### src/rtl/pkg_rr_arb_pkg.sv
// Shared definitions for the packet round-robin arbiter: the arbiter state
// encoding, channel count, channel-id width and the default watchdog limit.
// The optional watchdog is compiled in with the macro PKG_RR_ARB_WDOG_EN.
package pkg_rr_arb_pkg;

    localparam int NUM_CH          = 8;
    localparam int CH_ID_W         = 3;
    localparam int WDOG_LIMIT_DFLT = 2047;
    localparam int WDOG_W          = 11;

    typedef enum logic [0:0] {
        IDLE = 1'b0,
        BUSY = 1'b1
    } arb_state_e;

    // Round-robin pointer advance; the id width makes 7 wrap to 0.
    function automatic logic [CH_ID_W-1:0] next_ptr(input logic [CH_ID_W-1:0] id);
        return id + CH_ID_W'(1);
    endfunction

endpackage

### src/rtl/pkg_rr_arb_rr_pick.sv
// Circular first-set search: returns the first asserted request at or after
// ptr, scanning upward and wrapping from the top channel back to channel 0.
module rr_pick
    import pkg_rr_arb_pkg::*;
(
    input  logic [NUM_CH-1:0]  req,
    input  logic [CH_ID_W-1:0] ptr,
    output logic [NUM_CH-1:0]  onehot,
    output logic [CH_ID_W-1:0] id,
    output logic               any
);

    // Requests rotated so that bit 0 is the channel sitting at ptr.
    logic [NUM_CH-1:0]  rot;
    logic [CH_ID_W-1:0] off;

    generate
        for (genvar gi = 0; gi < NUM_CH; gi++) begin : g_rot
            assign rot[gi] = req[CH_ID_W'(ptr + CH_ID_W'(gi))];
        end
    endgenerate

    // Lowest set bit of the rotated vector is the distance from ptr to the winner.
    always_comb begin
        off = '0;
        for (int k = NUM_CH - 1; k >= 0; k--) begin
            if (rot[k]) begin
                off = CH_ID_W'(k);
            end
        end
    end

    assign any    = |req;
    assign id     = ptr + off;
    assign onehot = any ? (NUM_CH'(1) << id) : '0;

endmodule

### src/rtl/pkg_rr_arb.sv
// Packet round-robin arbiter with two priority classes. A grant is held for a
// whole packet (until the granted channel's eop) and the next grant is issued
// back-to-back on the eop cycle when any request is pending.
// Optional feature: define PKG_RR_ARB_WDOG_EN to add a per-packet watchdog
// that forces an eop after WDOG_LIMIT busy cycles and raises sticky wdog_err.
module pkg_rr_arb #(
    parameter int NUM_CH     = pkg_rr_arb_pkg::NUM_CH,
    parameter int WDOG_LIMIT = pkg_rr_arb_pkg::WDOG_LIMIT_DFLT
) (
    input  logic                               clk,
    input  logic                               rst_n,
    input  logic [NUM_CH-1:0]                  ch_req,
    input  logic [NUM_CH-1:0]                  ch_qos,
    input  logic [8*NUM_CH-1:0]                ch_data,
    input  logic [NUM_CH-1:0]                  ch_sop,
    input  logic [NUM_CH-1:0]                  ch_eop,
    output logic [NUM_CH-1:0]                  ch_ack,
    output logic [7:0]                         out_data,
    output logic                               out_vld,
    output logic                               out_sop,
    output logic                               out_eop,
    output logic                               out_qos,
    output logic [pkg_rr_arb_pkg::CH_ID_W-1:0] out_ch_id
`ifdef PKG_RR_ARB_WDOG_EN
    ,
    output logic                               wdog_err
`endif
);

    import pkg_rr_arb_pkg::*;

    arb_state_e         state_q, state_d;
    logic [CH_ID_W-1:0] rr_ptr_q, rr_ptr_d;
    logic [CH_ID_W-1:0] gnt_id_q, gnt_id_d;
    logic [NUM_CH-1:0]  ack_q, ack_d;
    logic               qos_q, qos_d;

    logic               busy;
    logic [NUM_CH-1:0]  hi_req;
    logic               hi_any;
    logic [NUM_CH-1:0]  cand;
    logic               pkt_end;
    logic               load;
    logic               wdog_hit;

    logic [CH_ID_W-1:0] pick_ptr;
    logic [CH_ID_W-1:0] pick_id;
    logic [NUM_CH-1:0]  pick_onehot;
    logic               pick_any;

    assign busy = (state_q == BUSY);

    // High-priority requesters form the candidate set whenever any exist.
    assign hi_req = ch_req & ch_qos;
    assign hi_any = |hi_req;
    assign cand   = hi_any ? hi_req : ch_req;

    // The packet ends on the granted channel's eop or on a watchdog expiry.
    assign pkt_end = busy && (ch_eop[gnt_id_q] || wdog_hit);

    // Re-arbitration on the eop cycle already uses the advanced pointer so the
    // next grant can follow with no idle cycle in between.
    assign pick_ptr = pkt_end ? next_ptr(gnt_id_q) : rr_ptr_q;
    assign load     = pick_any && (!busy || pkt_end);

    rr_pick u_pick (
        .req    (cand),
        .ptr    (pick_ptr),
        .onehot (pick_onehot),
        .id     (pick_id),
        .any    (pick_any)
    );

    // State register.
    always_ff @(posedge clk or negedge rst_n) begin
        if (!rst_n) begin
            state_q <= IDLE;
        end else begin
            state_q <= state_d;
        end
    end

    // Next-state logic: leave IDLE on any request, return only when a packet
    // ends with nothing left to grant.
    always_comb begin
        state_d = state_q;
        case (state_q)
            IDLE:    if (pick_any) state_d = BUSY;
            BUSY:    if (pkt_end && !pick_any) state_d = IDLE;
            default: state_d = IDLE;
        endcase
    end

    // Grant bookkeeping: pointer advances on packet end, a new winner is latched on load.
    always_comb begin
        ack_d    = ack_q;
        gnt_id_d = gnt_id_q;
        qos_d    = qos_q;
        rr_ptr_d = rr_ptr_q;
        if (pkt_end) begin
            rr_ptr_d = next_ptr(gnt_id_q);
            ack_d    = '0;
        end
        if (load) begin
            ack_d    = pick_onehot;
            gnt_id_d = pick_id;
            qos_d    = hi_any;
        end
    end

    // Grant registers; reset discards any packet in flight.
    always_ff @(posedge clk or negedge rst_n) begin
        if (!rst_n) begin
            rr_ptr_q <= '0;
            gnt_id_q <= '0;
            ack_q    <= '0;
            qos_q    <= 1'b0;
        end else begin
            rr_ptr_q <= rr_ptr_d;
            gnt_id_q <= gnt_id_d;
            ack_q    <= ack_d;
            qos_q    <= qos_d;
        end
    end

    // Output mux: the granted channel's byte and marks pass straight through while busy.
    always_comb begin
        out_vld  = busy;
        out_data = '0;
        out_sop  = 1'b0;
        out_eop  = 1'b0;
        if (busy) begin
            out_data = ch_data[{gnt_id_q, 3'b000} +: 8];
            out_sop  = ch_sop[gnt_id_q];
            out_eop  = pkt_end;
        end
    end

    assign ch_ack    = ack_q;
    assign out_qos   = qos_q;
    assign out_ch_id = gnt_id_q;

`ifdef PKG_RR_ARB_WDOG_EN
    localparam logic [WDOG_W-1:0] WDOG_LAST = WDOG_W'(WDOG_LIMIT - 1);

    logic [WDOG_W-1:0] wdog_cnt_q, wdog_cnt_d;
    logic              wdog_err_q, wdog_err_d;

    // Counter value is the zero-based busy cycle index of the current grant.
    assign wdog_hit = busy && (wdog_cnt_q == WDOG_LAST);

    // Watchdog next state: restart on each grant, count while busy, error is sticky.
    always_comb begin
        wdog_cnt_d = wdog_cnt_q;
        if (load) begin
            wdog_cnt_d = '0;
        end else if (busy) begin
            wdog_cnt_d = wdog_cnt_q + WDOG_W'(1);
        end
        wdog_err_d = wdog_err_q | wdog_hit;
    end

    // Watchdog registers.
    always_ff @(posedge clk or negedge rst_n) begin
        if (!rst_n) begin
            wdog_cnt_q <= '0;
            wdog_err_q <= 1'b0;
        end else begin
            wdog_cnt_q <= wdog_cnt_d;
            wdog_err_q <= wdog_err_d;
        end
    end

    assign wdog_err = wdog_err_q;
`else
    assign wdog_hit = 1'b0;
`endif

endmodule
### config.mk
export PLATFORM = sky130hd
export DESIGN_NAME = pkg_rr_arb
export DESIGN_NICKNAME = d
export VERILOG_FILES = /design/src/rtl/pkg_rr_arb_pkg.sv /design/src/rtl/pkg_rr_arb_rr_pick.sv /design/src/rtl/pkg_rr_arb.sv
export SDC_FILE = /design/constraint.sdc
export NUM_CORES = 1
export LEC_CHECK = 0
export CAP_MARGIN = 20
export CORE_ASPECT_RATIO = 0.9
export CORE_MARGIN = 5
export CORE_UTILIZATION = 43
export DETAILED_ROUTE_END_ITERATION = 10
export GPL_ROUTABILITY_DRIVEN = 0
export GPL_TIMING_DRIVEN = 0
export PLACE_DENSITY = 0.88
export SLEW_MARGIN = 20
export SYNTH_ARGS = -nofsm -noshare
export SYNTH_HDL_FRONTEND = slang
export SYNTH_HIERARCHICAL = 1
export SYNTH_SLANG_ARGS = --single-unit
### constraint.sdc
create_clock -name clk -period 10.5 [get_ports clk]
set_clock_uncertainty 0.2 [all_clocks]
set_input_delay 1.05 -clock clk [delete_from_list [all_inputs] [get_ports clk]]
set_output_delay 1.05 -clock clk [all_outputs]
set_load 0.01 [all_outputs]
==> results.sh <==
export IMPL_syn_inst=200
export IMPL_drv_cap=0
export IMPL_min_period_ns=6.15
export IMPL_track_usage_pct=21.3
export IMPL_cp_data_arrival_time_ns=6.15
export IMPL_core_rowCount=24
export IMPL_dieArea_sq_um=6630
export IMPL_grt_setup_unrepaired="false"
export IMPL_cts_tree="yes"
export IMPL_post_route_cell_area_sq_um=3530
export IMPL_grt_pass1_vias=2296
export IMPL_ant_nets=0
export IMPL_layout_drive_gt1_share_pct=15.4
export IMPL_hpwl_mm=6.20
export IMPL_clock_sinks=16
export IMPL_max_freq_mhz=163
export IMPL_area_growth_pct=61.0
export IMPL_grt_max_degree=17
export IMPL_clock_latency_ns=0.25
export IMPL_dr_total_vias=2189
export IMPL_cts_resized_gates=0
export IMPL_outcome="completed"
export IMPL_fillers=354
export IMPL_routed_wl_mm=7.12
export IMPL_route_detailed_drc=0
export IMPL_finalSetupViolCount=0
export IMPL_synth_edff_count=0
export IMPL_startpoint_type="primary input"
export IMPL_fp_dieW_microns=85.3
export IMPL_clockRootBuffer="clkbuf_8"
export IMPL_drt_pass1_iterations=4
export IMPL_min_path_type="reg -> reg"
export IMPL_cts_htree_levels=1
export IMPL_syn_area_sq_um=2190
export IMPL_fin_nets=428
export IMPL_most_common_layout_cells="clkdlybuf4s50_1 (120), mux4_2 (28), mux2i_1 (26), nor2_1 (19), dfrtp_1 (16)"
export IMPL_dp_worst_setup_slack_ns=4.13
export IMPL_cts_buffers=3
export IMPL_ys_ff_latch=16
export IMPL_setup_slack_ns=4.35
export IMPL_slew_violations=0
export IMPL_initial_utilization_pct=44.8
export IMPL_antenna_cells=0
export IMPL_avgSynthCellArea_sq_um=11.0
export IMPL_grt_first_pass_wirelength_mm=11.4
export IMPL_slew_headroom_pct=43.2
export IMPL_fin_tns_setup_ns=0
export IMPL_endpoint_kind="flop"
export IMPL_worst_pin_slew_ns=0.853
export IMPL_final_common_cell="clkdlybuf4s50_1"
export IMPL_cts_buffer_depth=2
export IMPL_cts_setup_buffers=0
export IMPL_io_pins=121
export IMPL_synth_flop_cell="dfrtp_1"
export IMPL_wire_per_inst_microns=18.3
export IMPL_grt_antenna_before_repair=0
export IMPL_critPathKind="in -> reg"
export IMPL_yosysSeqAreaShare_pct=18.3
export IMPL_path_clk_slew_ns=0.07
export IMPL_syn_num_nets=303
export IMPL_holdBufCountCts=0
export IMPL_yosys_warnings=6
export IMPL_io_buffers=120
export IMPL_placed_area_sq_um=3470
export IMPL_critPathRequiredTime_ns=10.50
export IMPL_drt_iter0_drc=134
export IMPL_finalHoldViolCount=0
export IMPL_crit_path_max_fanout=8
export IMPL_synthDistinctLibCells=42
export IMPL_die_h_microns=77.7
export IMPL_finalCritPeriodShare_pct=58.6
export IMPL_whs_ns=0.305
export IMPL_avgViaCountPerCell=5.63
export IMPL_design_core_area_sq_um=4890
export IMPL_synthArstFlopShare_pct=100
export IMPL_gr_total_overflow=0
-- cells by family (layout without fill, tap and decap cells) --
family / after synthesis / in the layout / synth area share (%)
AO/OA/AOI/OAI: 34 / 34 / 12.1
XOR/XNOR: 8 / 8 / 3.20
adder cells (fa/ha/maj): 5 / 5 / 3.20
buffers and inverters: 23 / 147 / 5.42
flip-flops: 16 / 16 / 18.3
multiplexers: 66 / 66 / 47.6
AND/OR/NAND/NOR: 48 / 48 / 10.2
-- critical path, stage by stage --
cell and delay, ns:
clkdlybuf4s50_1 0.39, mux2_1 0.30, mux4_2 0.53, nand2_1 0.18
mux2i_1 0.42, buf_6 0.22, inv_2 0.09, ha_1 0.30
buf_2 0.18, mux4_2 0.32, o31a_1 0.17, a2bb2oi_1 0.20
nor3_1 0.08, a211oi_1 0.18, ha_1 0.20, inv_1 0.05
fa_1 0.52, inv_1 0.08, a211oi_1 0.28, nand2_1 0.12
mux2i_1 0.15, a22o_1 0.13
-- routing by layer --
layer,up-vias,track usage [%],share of wire [%]
met5,-,0,0
li1,1028,-,-
met4,0,4.91,2.3
met2,72,38.3,53
met3,14,4.66,5.0
met1,1075,26.0,39
-- registers in the layout, summed over array words and instances, names as in the netlist --
register   flops
ch_ack         8
out_ch_id      3
rr_ptr_q       3
out_qos        1
out_vld        1
-- synthesized netlist by cell type (all sizes together), types with 4 or more instances --
cell type	instances	area, sq um
o21a	9	67.6
ha	4	50.1
mux2i	28	297
nand2	14	52.6
inv	8	30.0
xor2	5	43.8
dfrtp	16	400
buf	7	58.8
nor2	20	82.6
a22oi	5	37.5
mux4	28	631
clkbuf	8	30.0
mux2	10	116
a22o	8	70.1
-- per-stage QoR --
step | cells | util (%)
floorplan | 200 | -
global placement | 385 | 71.0
detailed placement | 385 | 71.0
CTS | 389 | 72.1
global route | 389 | 72.1
finish | 389 | 72.1
-- final cells by class --
cell class	instances	area [sq um]	area share, %
inverters	8	30.0	0.851
flip-flops and latches	16	400	11.3
multi-input cells	161	1670	47.4
plain buffers	15	88.8	2.52
well taps	65	81.3	2.30
repair buffers	120	1200	34.0
clock buffers	4	55.1	1.56
-- path summary, 6_finish.rpt --
check,startpoint,slack (ns),endpoint,cells after the start
worst max-delay path,ch_eop[7],4.35,ch_ack[0],22
worst min-delay path,ch_ack[5],0.30,ch_ack[5],1
worst max register to register,out_ch_id[0],4.96,ch_ack[0],22
worst min register to register,ch_ack[5],0.30,ch_ack[5],1
max in group asynchronous,rst_n,8.62,out_ch_id[1],1
min in group asynchronous,rst_n,1.03,ch_ack[6],1
Power is not shown: default switching activity piles up to over one toggle a cycle in this logic, so the estimate is an artifact.
